$ cat config.mk
export PLATFORM = sky130hd
export DESIGN_NAME = polyveck_pack_w1_seq
export DESIGN_NICKNAME = d
export VERILOG_FILES = /design/src/rtl/polyveck_pack_w1_seq.sv
export SDC_FILE = /design/constraint.sdc
export NUM_CORES = 1
export LEC_CHECK = 0
export ABC_CLOCK_PERIOD_IN_PS = 1700
export CAP_MARGIN = 5
export CORE_ASPECT_RATIO = 1.25
export CORE_MARGIN = 3
export CORE_UTILIZATION = 45
export CTS_CLUSTER_SIZE = 12
export DETAILED_ROUTE_END_ITERATION = 7
export PLACE_DENSITY = 0.79
export SLEW_MARGIN = 10
export SYNTH_ARGS = -nofsm -noshare
export SYNTH_HDL_FRONTEND = slang
export SYNTH_SLANG_ARGS = --single-unit
$ cat constraint.sdc
create_clock -name clk -period 1.7 [get_ports clk]
set_input_delay 0.34 -clock clk [delete_from_list [all_inputs] [get_ports clk]]
set_output_delay 0.34 -clock clk [all_outputs]
set_load 0.05 [all_outputs]
$ cat src/rtl/polyveck_pack_w1_seq.sv
// polyveck_pack_w1_seq
// Packs a K-polynomial w1 vector into a string of bytes with 4 bits per
// coefficient. The block reads the coefficient RAM one word per cycle. The
// RAM has a 1-cycle read latency. The block writes packed bytes to a byte RAM,
// where byte j = {c[2j+1][3:0], c[2j][3:0]}.
//
// Ports
//   clk, rst      rising-edge clock, asynchronous active-high reset
//   start         1-cycle request, honoured only while idle
//   busy          high from the first read cycle through the last byte write
//   done          1-cycle pulse after the last byte write
//   range_err     sticky flag: a coefficient had nonzero bits above [3:0]
//   coef_ren      coefficient RAM read enable
//   coef_raddr    coefficient RAM read address (poly i, coeff n at i*N+n)
//   coef_rdata    coefficient RAM read data, valid the cycle after coef_ren
//   byte_we       byte RAM write enable
//   byte_waddr    byte RAM write address (poly i, byte j at i*N/2+j)
//   byte_wdata    packed byte
module polyveck_pack_w1_seq #(
  parameter int K      = 6,
  parameter int N      = 256,
  parameter int COEF_W = 32,
  parameter int AW_IN  = 11,
  parameter int AW_OUT = 10
) (
  input  logic              clk,
  input  logic              rst,
  input  logic              start,
  output logic              busy,
  output logic              done,
  output logic              range_err,
  output logic              coef_ren,
  output logic [AW_IN-1:0]  coef_raddr,
  input  logic [COEF_W-1:0] coef_rdata,
  output logic              byte_we,
  output logic [AW_OUT-1:0] byte_waddr,
  output logic [7:0]        byte_wdata
);

  localparam int               TOTAL     = K * N;
  localparam logic [AW_IN-1:0] LAST_ADDR = AW_IN'(TOTAL - 1);

  typedef enum logic [1:0] {
    S_IDLE  = 2'd0,
    S_READ  = 2'd1,
    S_DRAIN = 2'd2,
    S_DONE  = 2'd3
  } state_t;

  state_t             state;
  state_t             next_state;
  logic               start_acc;
  logic               drain_cnt;
  logic               rd_vld;
  logic [AW_IN-1:0]   rd_addr;
  logic [3:0]         low_nib;

  // A coefficient is out of range when any bit above the packed nibble is set.
  function automatic logic upper_nonzero(input logic [COEF_W-1:0] w);
    return |w[COEF_W-1:4];
  endfunction

  assign start_acc = (state == S_IDLE) && start;

  // State register.
  always_ff @(posedge clk or posedge rst) begin
    if (rst) begin
      state <= S_IDLE;
    end else begin
      state <= next_state;
    end
  end

  // Next-state logic. DRAIN lasts two cycles, which lets the last two reads
  // retire and the final byte be written before done is asserted.
  always_comb begin
    next_state = state;
    case (state)
      S_IDLE: begin
        if (start) next_state = S_READ;
        else       next_state = S_IDLE;
      end
      S_READ: begin
        if (coef_raddr == LAST_ADDR) next_state = S_DRAIN;
        else                         next_state = S_READ;
      end
      S_DRAIN: begin
        if (drain_cnt) next_state = S_DONE;
        else           next_state = S_DRAIN;
      end
      S_DONE:  next_state = S_IDLE;
      default: next_state = S_IDLE;
    endcase
  end

  // Moore output decode. These outputs come straight from the state flops.
  always_comb begin
    busy     = 1'b0;
    done     = 1'b0;
    coef_ren = 1'b0;
    case (state)
      S_IDLE:  begin busy = 1'b0; done = 1'b0; coef_ren = 1'b0; end
      S_READ:  begin busy = 1'b1; done = 1'b0; coef_ren = 1'b1; end
      S_DRAIN: begin busy = 1'b1; done = 1'b0; coef_ren = 1'b0; end
      S_DONE:  begin busy = 1'b0; done = 1'b1; coef_ren = 1'b0; end
      default: begin busy = 1'b0; done = 1'b0; coef_ren = 1'b0; end
    endcase
  end

  // Read-address counter and drain counter. The address holds its last
  // value once reading has stopped.
  always_ff @(posedge clk or posedge rst) begin
    if (rst) begin
      coef_raddr <= '0;
      drain_cnt  <= 1'b0;
    end else begin
      if (start_acc) begin
        coef_raddr <= '0;
      end else if ((state == S_READ) && (coef_raddr != LAST_ADDR)) begin
        coef_raddr <= coef_raddr + AW_IN'(1);
      end
      if (state == S_DRAIN) drain_cnt <= ~drain_cnt;
      else                  drain_cnt <= 1'b0;
    end
  end

  // Tracks which address the current coef_rdata belongs to.
  always_ff @(posedge clk or posedge rst) begin
    if (rst) begin
      rd_vld  <= 1'b0;
      rd_addr <= '0;
    end else begin
      rd_vld  <= coef_ren;
      rd_addr <= coef_raddr;
    end
  end

  // Packing pipeline. Data from an even address is held as the low nibble.
  // Data from an odd address completes the byte, which is written next cycle.
  always_ff @(posedge clk or posedge rst) begin
    if (rst) begin
      low_nib    <= 4'd0;
      byte_we    <= 1'b0;
      byte_waddr <= '0;
      byte_wdata <= 8'd0;
      range_err  <= 1'b0;
    end else begin
      byte_we <= 1'b0;
      if (rd_vld) begin
        if (rd_addr[0] == 1'b0) begin
          low_nib <= coef_rdata[3:0];
        end else begin
          byte_we    <= 1'b1;
          byte_wdata <= {coef_rdata[3:0], low_nib};
          byte_waddr <= AW_OUT'(rd_addr >> 1);
        end
      end
      if (start_acc) begin
        range_err <= 1'b0;
      end else if (rd_vld && upper_nonzero(coef_rdata)) begin
        range_err <= 1'b1;
      end
    end
  end

endmodule

# --- Yosys cells after proc, flatten, opt, wreduce, memory -nomap -nowiden ---
# Cells that the tools add are included.
op_classes:
  n_eq_ne: 5
  n_reduce_logical: 13
  n_bitwise: 2
  div: 0
  n_lt_le_gt_ge: 0
  n_mul: 0
  add_sub_neg: 1
  n_shift: 0
  mux: 14
ops:
  columns: ["cell", "count"]
  rows:
  - ["$reduce_or 28->1", 1]
  - ["$mux 11", 2]
  - ["$add 11x1->11 const B", 1]
  - ["$eq 11x11->1 const B", 1]
  - ["$ne 11x11->1 const B", 1]
  - ["$pmux 2 s4", 1]
  - ["$mux 1", 7]
  - ["$pmux 1 s2", 3]
  - ["$reduce_or 3->1", 2]
  - ["$eq 2x2->1 const B", 2]
  - ["$reduce_and 2->1", 2]
  - ["$reduce_bool 2->1", 2]
  - ["$reduce_or 2->1", 2]
  - ["$logic_and 1x1->1", 3]
  - ["$eq 2x1->1 const B", 1]
  - ["$logic_not 2->1", 1]
  - ["$mux 2", 1]
  - ["$not 1->1", 2]
word_totals:
  reg_bits: 50
  latchBits: 0
  ram_bits: 0
  romBits: 0
  memories: 0

# --- Logic depth before layout (Yosys ltp) ---
logic_depth:
  ltp_word: 4
  ltp_mapped: 6

# --- Worst setup path after synthesis ---
# Ideal clock, no wire load.
synth_timing:
  path_kind: "reg2reg"
  from: "register coef_raddr[0]"
  to: "register coef_raddr[8]"
  t_arrival_ps: 1769
  stages_incl_launch_ff: 5
  path_buffers: 0
  period_less_slack_ps: 1847
  t_required_ps: 1622
  setup_slack_ps: -147
  setup_ps: 78
  cell_sequence: "dfrtp_1 ha_1 nand3_1 or4_1 a21oi_1"
synth_between:
  elab_chain_cells: 3
  elab_cells_between_ends: 6
synth_rtl:
  columns: ["item", "line", "text"]
  rows:
  - ["start: declaration", "33", "output logic [AW_IN-1:0] coef_raddr,"]
  - ["start signal: assignment", "120", "coef_raddr <= coef_raddr + AW_IN'(1);"]
  - ["$add 11x1->11 or $ne 11x11->1 (tied branches)", "120, 119", null]
  - ["$mux 11 or $logic_and 1x1->1 (tied branches)", "119", "end else if ((state == S_READ) && (coef_raddr != LAST_ADDR)) begin"]
  - ["$mux 11 or $reduce_bool 2->1 (tied branches)", null, null]
# Parallel ways exist; a longest one is shown, timed or not. The select of a mux whose other input is x is not followed.
# A chain may end at the register's enable or synchronous reset.

==> metrics.yaml <==
die:
  start_util_pct: 47.1
  core_area_mm2: 0.00443
  floorplan.rows: 27
  die_w_um: 66.9
  io_pins: 69
  fp.dieH_um: 82.1
  die-area_mm2: 0.00549
clock_network:
  clockRootBuffer: "clkbuf_8"
  cts_tree: "done"
  clock_latency_ps: 300
  path_clk_slew_ps: 90
  clock_path_buffers: 2
  cts.sinks: 50
  cts_made_buffers: 5
  h-tree-depth: 2
synthesis:
  yosysWarnings: 0
  synth_cell_types: 31
  syn-cell-area_mm2: 0.00208
  ys_ff_latch: 50
  syn-num-nets: 199
  syn-mean-instance-area_um2: 13.3
  ys_seq_area_share_pct: 60.0
  netlist_instances: 157
timing:
  setup_viol: 0
  hold_viol_final: 0
  timing.setup.tns_ps: 0
  slew_viol_final: 0
  finClkSkew_ps: 5.39
  fin_ws_ps: 54.7
  fin_crit_ps: 1650
  relSlewSlack_pct: 69.2
  period_share_pct: 96.8
  hold_slack_ps: 365
  fmax_mhz: 608
  worst_pin_slew_ps: 461
route:
  first_pass_iters: 4
  vias: 1570
  drt-vias-per-instance: 5.10
  wl_per_cell_um: 15.6
  wirelength_mm: 4.81
  drc_errors: 0
  ant_nets: 0
  drt_iter0_markers: 138
critical_path:
  crit_fanout: 2
  endpoint_kind: "output pin"
  worstSetupStartpointType: "register"
  crit_slowest_cell: "dfrtp_1"
  worstPathRequired_ps: 1360
  path_cells: "buf_4 > buf_4 > ha_1 > buf_12"
  worst_r2r_startpoint: "coef_raddr[0]"
  crit_end: "done"
  crit_top_cell: "buf_4"
  r2r_slack_ps: 150
  reg2reg_to: "coef_raddr[8]"
  critical_path_class: "register to output pin"
  reg2regPathDepth: 4
  crit_arrival_ps: 1310
  max_stage_delay_ps: 390
grt:
  grt-ovfl-total: 0
  use_met2_pct: 33.8
  grtUsageMet3_pct: 3.79
  antenna_found_initial: 0
  grt-busiest-layer: "met2"
  grt_max_degree: 25
  grt_pass1_wl_mm: 7.71
  grt_pass1_vias: 1610
  grt_usage_pct: 18.9
  globalRouteMet1Util_pct: 22.4
cells_and_area:
  fin_cells: 308
  areaGrowthSynthToFinish_pct: 52.9
  finalInstanceArea_mm2: 0.00319
  nNetsFinal: 291
  drive_above_1_share_pct: 39.2
  n_antenna_cell: 0
power:
  power_leakage_nw: 1.38
  peakVddDrop_v: 0.000475
  p_per_area_mw_per_mm2: 695
place:
  gp_congestion: 0.830
  portBuffers: 68
  pre_cts_ws_ps: 49.8
  dp_cells: 297
  place_hpwl_mm: 3.72
  placed_cell_area_mm2: 0.00303
run_status:
  outcome: "completed"
hold_path:
  hold_class: "primary input to asynchronous set/reset pin"
flow_run:
  maxCapViolCount: 0
power by group:
part	switching, W	internal (W)	total, W
combinational	0.0000810	0.0000988	0.000180
sequential	0.00000634	0.00120	0.00121
clock	0.000386	0.000441	0.000826
total	0.000473	0.00174	0.00222
routing by layer:
metal / wire [um] / vias up
met4: 87 / 0
met1: 1850 / 760
li1: - / 756
met5: 0 / -
met2: 2640 / 47
met3: 230 / 7
metrics by stage:
step	total power (W)	utilization [%]
6_report	0.00222	72.0
5_1_grt	0.00229	72.0
4_1_cts	0.00224	71.4
3_5_place_dp	0.00142	68.4
3_3_place_gp	0.00141	68.4
2_1_floorplan	0.00130	-
cell usage in the layout (no fill, tap or decap), types with 4 or more instances in the layout:
master	Yosys	routed
ha_1	7	4
a211oi_1	4	4
buf_12	0	13
clkdlybuf4s50_1	0	34
buf_4	0	40
nand3_1	5	4
a21oi_1	7	7
dfrtp_1	50	48
o21ai_0	4	4
inv_1	7	5
nand2_1	6	6
nor2_1	8	8
clkbuf_8	0	5
mux2_2	22	22
nor4_1	8	8
cells by family after synthesis:
logic type	synth area share, %
fa+ha+maj	4.20
flops	60.0
compound gates	7.92
xor+xnor	1.68
simple gates	12.6
buf+inv	1.68
mux	11.9
how the worst min path moves through the flow:
stage               from       endpoint  slack [ps]  depth (start not counted)
6_report             rst  coef_raddr[2]         370                          2
3_5_place_dp   drain_cnt      drain_cnt         430                          1
5_1_grt              rst  byte_wdata[5]         400                          2
2_1_floorplan  drain_cnt      drain_cnt         400                          1
3_3_place_gp   drain_cnt      drain_cnt         420                          1
4_1_cts              rst     rd_addr[2]         380                          2
registers in the layout (all words and copies together), names as in the netlist, named ones only:
signal / flops
byte_we: 1
rd_addr: 11
state: 1
byte_waddr: 10
rd_vld: 1
range_err: 1
drain_cnt: 1
byte_wdata: 8
low_nib: 4
coef_raddr: 11
cells in the mapped netlist, drive strengths merged:
| cell | number | area [um^2] |
|---|---|---|
| and3 | 2 | 13.8 |
| or4 | 1 | 7.51 |
| nor4 | 8 | 50.1 |
| clkbuf | 1 | 3.75 |
| a21oi | 7 | 35.0 |
| ha | 7 | 87.6 |
| or2b | 1 | 11.3 |
| mux2 | 22 | 248 |
| buf | 1 | 5.00 |
| and2 | 1 | 6.26 |
| nand2 | 6 | 22.5 |
| a2111oi | 1 | 15.0 |
| a41o | 1 | 10.0 |
| nor3 | 1 | 5.00 |
| o21ai | 4 | 20.0 |
| nand3 | 7 | 60.1 |
| inv | 7 | 26.3 |
| and2b | 1 | 10.0 |
| nand4 | 3 | 18.8 |
| a31oi | 3 | 18.8 |
| xnor2 | 3 | 26.3 |
| nor2b | 3 | 18.8 |
| dfrtp | 50 | 1250 |
| a211oi | 4 | 30.0 |
| xor2 | 1 | 8.76 |
| o41ai | 2 | 36.3 |
| nor2 | 8 | 30.0 |
| and4 | 1 | 8.76 |
timing repair:
item                                    4_1_cts  5_1_grt
hold endpoints to repair                      0        0
setup buffers                                 2        1
pin swaps                                     0        0
hold buffers                                  0        0
endpoints found under the setup margin        2        3
resized for setup                             2        3
worst max-delay path, delay by kind of cell (launching register included):
family     cells  cell delay [ps]
flops          1              390
fa+ha+maj      1              210
buf+inv        3              420
cell type report:
type | instances | area, um^2
Clock buffer | 5 | 68.8
Inverter | 7 | 26.3
Tap cell | 58 | 72.6
Clock inverter | 3 | 43.8
Timing Repair Buffer | 87 | 901
Fill cell | 309 | 1240
Multi-Input combinational cell | 98 | 821
Sequential cell | 50 | 1250
Power figures use the tool's default switching activity.
